--- config.mk ---
export PLATFORM = sky130hd
export DESIGN_NAME = up_sample_and_expand
export DESIGN_NICKNAME = d
export VERILOG_FILES = /design/src/rtl/up_sample_pkg.sv /design/src/rtl/interp_ramp.sv /design/src/rtl/up_sample_and_expand.sv
export SDC_FILE = /design/constraint.sdc
export NUM_CORES = 1
export LEC_CHECK = 0
export CAP_MARGIN = 20
export CELL_PAD_IN_SITES_DETAIL_PLACEMENT = 1
export CELL_PAD_IN_SITES_GLOBAL_PLACEMENT = 2
export CORE_ASPECT_RATIO = 1.25
export CORE_MARGIN = 10
export CORE_UTILIZATION = 35
export DETAILED_ROUTE_END_ITERATION = 8
export DONT_BUFFER_PORTS = 1
export GPL_TIMING_DRIVEN = 0
export PLACE_DENSITY_LB_ADDON = 0.1
export SLEW_MARGIN = 10
export SYNTH_ARGS = -nofsm -noshare
export SYNTH_HDL_FRONTEND = slang
export SYNTH_HIERARCHICAL = 1
export SYNTH_SLANG_ARGS = --single-unit
--- constraint.sdc ---
create_clock -name clk -period 1.65 [get_ports clk]
set_input_delay 0.0825 -clock clk [delete_from_list [all_inputs] [get_ports clk]]
set_output_delay 0.0825 -clock clk [all_outputs]
set_load 0.01 [all_outputs]
--- src/rtl/up_sample_pkg.sv ---
// Shared types and constants for the up_sample_and_expand block.
package up_sample_pkg;

    // Output sequencer states: waiting for a sample, or emitting its outputs.
    typedef enum logic {
        StIdle,
        StEmit
    } state_e;

    // Mid-scale code of the unsigned input; maps to signed zero.
    localparam logic [7:0] SAMPLE_OFFSET = 8'h80;

endpackage

--- src/rtl/interp_ramp.sv ---
// interp_ramp: linear ramp from the previous sample to the current one.
// Output k of a block is prev + floor((cur - prev) * k / 2**RAMP_SHIFT).
module interp_ramp #(
    parameter int unsigned SAMPLE_WIDTH = 16,
    parameter int unsigned RAMP_SHIFT   = 2
) (
    input  logic                    clk,
    input  logic                    rst,
    input  logic                    i_load,
    input  logic                    i_advance,
    input  logic [SAMPLE_WIDTH-1:0] i_sample,
    output logic [SAMPLE_WIDTH-1:0] o_data
);

    // One guard bit for the difference plus RAMP_SHIFT bits of scaling.
    localparam int unsigned ACC_W = SAMPLE_WIDTH + 1 + RAMP_SHIFT;
    localparam int unsigned EXT_W = ACC_W - SAMPLE_WIDTH;

    logic [SAMPLE_WIDTH-1:0] r_prev;
    logic [SAMPLE_WIDTH-1:0] r_cur;
    logic signed [ACC_W-1:0] r_ramp;
    logic signed [ACC_W-1:0] w_prev_ext;
    logic signed [ACC_W-1:0] w_cur_ext;
    logic signed [ACC_W-1:0] w_step;
    logic signed [ACC_W-1:0] w_acc;
    logic                    w_unused_bits;

    assign w_prev_ext = {{EXT_W{r_prev[SAMPLE_WIDTH-1]}}, r_prev};
    assign w_cur_ext  = {{EXT_W{r_cur[SAMPLE_WIDTH-1]}}, r_cur};
    assign w_step     = w_cur_ext - w_prev_ext;

    // acc = prev * F + (cur - prev) * k; the arithmetic shift below floors it.
    assign w_acc  = (w_prev_ext <<< RAMP_SHIFT) + r_ramp;
    assign o_data = w_acc[RAMP_SHIFT +: SAMPLE_WIDTH];

    // Guard bit and fraction bits are never part of the output value.
    assign w_unused_bits = ^{w_acc[ACC_W-1], w_acc[RAMP_SHIFT-1:0]};

    // Sample history: prev takes the old cur before the new cur is loaded.
    always_ff @(posedge clk or posedge rst) begin
        if (rst) begin
            r_prev <= '0;
            r_cur  <= '0;
        end else if (i_load) begin
            r_prev <= r_cur;
            r_cur  <= i_sample;
        end
    end

    // Ramp accumulator: cleared on a new sample, stepped on each taken output.
    always_ff @(posedge clk or posedge rst) begin
        if (rst) begin
            r_ramp <= '0;
        end else if (i_load) begin
            r_ramp <= '0;
        end else if (i_advance) begin
            r_ramp <= r_ramp + w_step;
        end
    end

endmodule

--- src/rtl/up_sample_and_expand.sv ---
// up_sample_and_expand: takes unsigned samples and emits INTERP_FACTOR signed
// samples per input. Build option LINEAR_INTERP_EN selects linear interpolation
// (via interp_ramp); without it the block is a zero-order hold.
module up_sample_and_expand
    import up_sample_pkg::*;
#(
    parameter int unsigned DATA_IN_WIDTH  = 8,
    parameter int unsigned DATA_OUT_WIDTH = 16,
    parameter int unsigned INTERP_FACTOR  = 4
) (
    input  logic                      clk,
    input  logic                      rst,
    input  logic                      valid_in,
    output logic                      ready_in,
    input  logic [DATA_IN_WIDTH-1:0]  data_in,
    output logic                      valid_out,
    input  logic                      ready_out,
    output logic [DATA_OUT_WIDTH-1:0] data_out,
    output logic                      underrun
);

    localparam int unsigned CNT_W = $clog2(INTERP_FACTOR);
    localparam logic [CNT_W-1:0] CNT_LAST = CNT_W'(INTERP_FACTOR - 1);
    localparam int unsigned PAD_W = DATA_OUT_WIDTH - DATA_IN_WIDTH;

    state_e                    r_state;
    state_e                    w_state_next;
    logic [CNT_W-1:0]          r_cnt;
    logic [CNT_W-1:0]          w_cnt_next;
    logic                      r_underrun;
    logic                      w_underrun_next;
    logic                      w_take;
    logic                      w_last;
    logic                      w_accept;
    logic [DATA_IN_WIDTH-1:0]  w_centered;
    logic [DATA_OUT_WIDTH-1:0] w_sample;

    // Removing the offset and left-aligning gives (data_in - 128) << 8.
    assign w_centered = data_in - DATA_IN_WIDTH'(SAMPLE_OFFSET);
    assign w_sample   = {w_centered, {PAD_W{1'b0}}};

    assign valid_out = (r_state == StEmit);
    assign w_take    = valid_out & ready_out;
    assign w_last    = (r_cnt == CNT_LAST);
    // A new sample may land in the same cycle the last output leaves.
    assign ready_in  = (r_state == StIdle) | (w_take & w_last);
    assign w_accept  = valid_in & ready_in;
    assign underrun  = r_underrun;

    // Next-state, output index and starvation pulse.
    always_comb begin
        w_state_next    = r_state;
        w_cnt_next      = r_cnt;
        w_underrun_next = 1'b0;
        case (r_state)
            StIdle: begin
                if (w_accept) begin
                    w_state_next = StEmit;
                    w_cnt_next   = '0;
                end
            end
            StEmit: begin
                if (w_take) begin
                    if (w_last) begin
                        w_cnt_next = '0;
                        if (!w_accept) begin
                            w_state_next    = StIdle;
                            w_underrun_next = 1'b1;
                        end
                    end else begin
                        w_cnt_next = r_cnt + 1'b1;
                    end
                end
            end
            default: begin
                w_state_next = StIdle;
            end
        endcase
    end

    // Control state registers.
    always_ff @(posedge clk or posedge rst) begin
        if (rst) begin
            r_state    <= StIdle;
            r_cnt      <= '0;
            r_underrun <= 1'b0;
        end else begin
            r_state    <= w_state_next;
            r_cnt      <= w_cnt_next;
            r_underrun <= w_underrun_next;
        end
    end

`ifdef LINEAR_INTERP_EN
    logic w_advance;

    // The wrap step is never stepped: the next block reloads the ramp.
    assign w_advance = w_take & ~w_last;

    interp_ramp #(
        .SAMPLE_WIDTH (DATA_OUT_WIDTH),
        .RAMP_SHIFT   (CNT_W)
    ) u_interp_ramp (
        .clk       (clk),
        .rst       (rst),
        .i_load    (w_accept),
        .i_advance (w_advance),
        .i_sample  (w_sample),
        .o_data    (data_out)
    );
`else
    logic [DATA_OUT_WIDTH-1:0] r_cur;

    // Zero-order hold: the converted sample is repeated in every output slot.
    always_ff @(posedge clk or posedge rst) begin
        if (rst) begin
            r_cur <= '0;
        end else if (w_accept) begin
            r_cur <= w_sample;
        end
    end

    assign data_out = r_cur;
`endif

endmodule

# ---- Yosys cells after proc, flatten, opt, wreduce, memory -nomap -nowiden
# Cells that the tools add are included.
dict set report word_totals {
  wordCells 27
  ff_bits 12
  inputBits 12
  output_inout_bits 19
}
dict set report op_classes {
  eq_ne 3
  add_sub_neg 2
  mux 12
  n_bitwise 5
  n_reduce_logical 1
}
# cell n
set op_table {}
lappend op_table {{8-bit subtractor, second input constant} 1}
lappend op_table {{1-bit 2-to-1 mux} 7}
lappend op_table {{2-bit 2-to-1 mux} 3}
lappend op_table {{2-bit case mux with 2 select lines} 1}
lappend op_table {{1-bit AND} 3}
lappend op_table {{2-bit by 1-bit adder with 2-bit output, second input constant} 1}
lappend op_table {{2-bit == test, second input constant} 1}
lappend op_table {{2-bit by 1-bit inequality test with 1-bit output, second input constant} 1}
lappend op_table {{2-bit inequality test, second input constant} 1}
lappend op_table {{1-bit case mux with 2 select lines} 1}
lappend op_table {{2-bit AND reduction} 1}
lappend op_table {{1-bit NOT} 1}
lappend op_table {{1-bit bitwise OR} 1}

# ---- Logic depth before layout (Yosys ltp)
dict set report depth {
  depth_word 8
  mapped_depth 4
  depth_no_buf 4
}

# ---- Least setup slack after synthesis
# Ideal clock, no wire load.
dict set report synth_timing {
  kind {register to register}
  start {register r_cnt[0]}
  end {register r_cur[10] (netlist: data_out[10])}
  required_time_ns 1.525
  stages_incl_launch_ff 5
  path_buffers 0
  setup_time_ns 0.125
  setup_slack_ns 0.273
  period_less_slack_ns 1.377
  arrival_ns 1.252
  path_cell_list {dfrtp_1 ha_1 a21bo_4 nand2_8 mux2_4}
}
dict set report synth_via {
  elab_chain_cells 4
}
# item line
set synth_lines {}
lappend synth_lines {{start: declaration} up_sample_and_expand.sv:28} ;# logic [CNT_W-1:0] r_cnt;
lappend synth_lines {{start signal: assignment} up_sample_and_expand.sv:89} ;# r_cnt <= w_cnt_next;
lappend synth_lines {{2-bit == test} up_sample_and_expand.sv:44} ;# assign w_last = (r_cnt == CNT_LAST);
lappend synth_lines {{1-bit AND} up_sample_and_expand.sv:46} ;# assign ready_in = (r_state == StIdle) | (w_take & w_last);
lappend synth_lines {{1-bit bitwise OR} up_sample_and_expand.sv:46}
lappend synth_lines {{net ready_in} up_sample_and_expand.sv:14} ;# output logic ready_in,
lappend synth_lines {{1-bit AND} up_sample_and_expand.sv:47} ;# assign w_accept = valid_in & ready_in;
lappend synth_lines {{end signal: assignment} up_sample_and_expand.sv:119} ;# r_cur <= w_sample;
lappend synth_lines {{end: declaration} up_sample_and_expand.sv:112} ;# logic [DATA_OUT_WIDTH-1:0] r_cur;
# The timed path passes the listed nets, and every way through them passes these cells.
# A chain may end at the register's enable or synchronous reset.

# ---- Worst setup path after layout
dict set report layout_timing {
  start {register r_cnt[0]}
  end {register r_cur[13] (netlist: data_out[13])}
}
# The elaborated chain is that of the path after synthesis.

==> impl_metrics.toml <==
[logic_synthesis]
synth_cells = 41
synth.cell_area_um2 = 593
synth-seq-area-share = 0.506
yosys.area.top_type = "dfrtp_1"
avgSynthCellArea_um2 = 14.5
synthFlopType = "dfrtp_1"
ys_async_sr_fraction = 1.00
yosys-top-cells-area = "dfrtp_1 (51%), mux2_4 (18%), buf_4 (10%)"
yosysWarnings = 6
yosysMostFrequentCell = "dfrtp_1"
ys_ff_latch = 12
synth_cell_types = 17
synth_top_area_frac = 0.506
synthTopCellsByCount = "dfrtp_1 (12), buf_4 (8), mux2_4 (7)"
synth_edf_count = 0

[sta]
holdWs_ns = 0.00853
fin_ws_ns = 0.187
grt_setup_unrepaired = "no"
clock_skew_ns = 0.000767
post-route-min-period_ns = 1.46
fmaxAchievable_mhz = 684
slew_viol_final = 0
timing.setup.tns_ns = 0
finalHoldViolations = 0
period_share = 0.887
finalSetupViolCount = 0

[die]
rows = 16
io_pins = 31
die_x_um = 56.8
core_area_um2 = 1580
start_util = 0.375
dieHeight_um = 66.0
dieArea_um2 = 3750

[critical_path]
critical_path_class = "reg -> reg"
slowest_delay_ns = 0.42
rr_startpoint = "r_cnt[0]$_DFFE_PP0P_"
start_kind = "flop"
endpoint_kind = "flop"
critPathRequiredTime_ns = 1.80
crit_arrival_ns = 1.62
r2r_end = "data_out[13]$_DFFE_PP0P_"
critPathSlowestCell = "dfrtp_1"
path_cells = "ha_1 -> a21bo_4 -> nand2_8 -> mux2_4"
crit_fanout = 7
rr_worst_depth = 4
rrSetupSlack_ns = 0.19

[min_path]
hold_depth = 2
min_to = "data_out[15]$_DFFE_PP0P_"
min_from = "valid_in"
hold_path_class = "in -> reg"

[detailed_routing]
ant_nets = 0
vias = 378
wirelength_um = 1590
wl_per_cell_um = 19.9
drc = 0
drt_iter0_drc = 5
dr.pass1.iters = 2
vias_per_cell = 4.73

[power_and_ir_drop]
p_int_mw = 0.757
combPwrFrac = 0.331
ir_drop_mv = 0.535
finalPower_mw = 1.15
switching_share = 0.344
switchingPower_mw = 0.397
leakage_nw = 0.396
power.density_nw_per_um2 = 1490
clkPwrFrac = 0.152
seqPwrFrac = 0.517

[clocking]
clkLatencyLatePin_ns = 0.27
clock-sinks = 12
htree_num_levels = 1
path_clk_slew_ns = 0.07
cts_buffers = 3
cts_root_buf = "clkbuf_4"
cts_tree = "yes"
max-clock-path-buffers = 2

[run]
drv_cap = 0

[grt]
grt_max_degree = 13
grt_pass1_vias = 470
grt_antenna_before_repair = 0
grt_pass1_wl_um = 2640
track_usage = 0.0929
gr-total-overflow = 0

[finish]
nFillCells = 167
n_antenna_cell = 0
nets = 77
drive_gt1_frac = 0.339
syn2layout_area_growth_pct = 30.6

[place]
numPortBuffers = 0
gp_congestion = 0.652
dp_hpwl_um = 1200
dp_slack_ns = 0.181

[run_status]
status = "complete, no violations"
sequential cells by signal, summed over array words and instances, names as in the netlist:
register and cells:
r_cnt 2, underrun 1, data_out 8, valid_out 1
per-layer routing:
metal  share of wire  up-vias  wire length [µm]  track usage
li1                -      171                 -            -
met1            0.32      185               515       0.0787
met2            0.56       18               893        0.173
met3           0.093        4               148       0.0442
met4           0.020        0                32       0.0529
met5               0        -                 0            0
final cells by class:
type	instances	area, µm²	share of cell area
Buffer	8	60.1	0.0775
Clock buffer	3	22.5	0.0291
Inverter	1	3.75	0.00485
Multi-Input combinational cell	27	255	0.330
Sequential cell	12	300	0.388
Tap cell	18	22.5	0.0291
Timing Repair Buffer	11	110	0.142
metrics by stage:
step	cells	area (µm²)	util
after detailed placement	66	642	0.406
final	80	774	0.490
after CTS	80	774	0.490
after global placement	66	642	0.406
after global routing	80	774	0.490
after floorplan	48	619	-
worst max-delay path: cells and delay by family, from the launching register on:
| family | cells | cell delay [ns] |
|---|---|---|
| muxes | 1 | 0.31 |
| and+or+nand+nor | 1 | 0.12 |
| adders and majority gates | 1 | 0.23 |
| AOI/OAI and AO/OA | 1 | 0.27 |
| DFF | 1 | 0.42 |
power by group through the flow:
stage	registers, mW	logic (mW)	clock network [mW]
global placement	0.592	0.337	0
global route	0.621	0.419	0.200
CTS	0.603	0.387	0.181
floorplan	0.556	0.318	0
finish	0.596	0.382	0.175
detailed placement	0.609	0.362	0
timing repair:
action	in CTS	in global routing
hold buffers	11	0
hold endpoints to repair	22	0
endpoints found under the setup margin	0	0
buffers inserted	0	0
gates resized for setup	0	0
logic make-up (layout without fill, tap and decap cells):
| kind of cell | count (synthesis) | after routing | synth area share |
|---|---|---|---|
| simple gates | 4 | 4 | 0.0717 |
| xor+xnor | 1 | 1 | 0.0148 |
| buf+inv | 9 | 23 | 0.108 |
| flops | 12 | 12 | 0.506 |
| compound gates | 5 | 5 | 0.0781 |
| mux | 8 | 8 | 0.194 |
| other cells | 1 | 8 | 0.00632 |
| fa+ha+maj | 1 | 1 | 0.0211 |
layout by cell type (no fill, tap or decap):
master and n:
inv_1 1, mux2_4 7, nand2_8 1, and4b_2 1
dfrtp_1 12, xor2_1 1, dlygate4sd3_1 11, buf_4 8
a31oi_1 1, a22o_1 1, nor2_1 1, a21oi_1 1
a21bo_4 1, a32o_1 1, mux2i_1 1, ha_1 1
conb_1 8, clkbuf_4 3, or2b_1 1
worst max path at each step:
stage	from	end	slack [ns]	depth (start not counted)
2_1_floorplan	r_cnt[0]$_DFFE_PP0P_	data_out[10]$_DFFE_PP0P_	0.27	4
3_3_place_gp	r_cnt[0]$_DFFE_PP0P_	data_out[13]$_DFFE_PP0P_	0.23	4
3_5_place_dp	r_cnt[0]$_DFFE_PP0P_	data_out[13]$_DFFE_PP0P_	0.18	4
4_1_cts	r_cnt[0]$_DFFE_PP0P_	data_out[13]$_DFFE_PP0P_	0.17	4
5_1_grt	r_cnt[0]$_DFFE_PP0P_	data_out[14]$_DFFE_PP0P_	0.13	4
6_report	r_cnt[0]$_DFFE_PP0P_	data_out[13]$_DFFE_PP0P_	0.19	4
No activity file was read; power rests on OpenSTA's default activity.
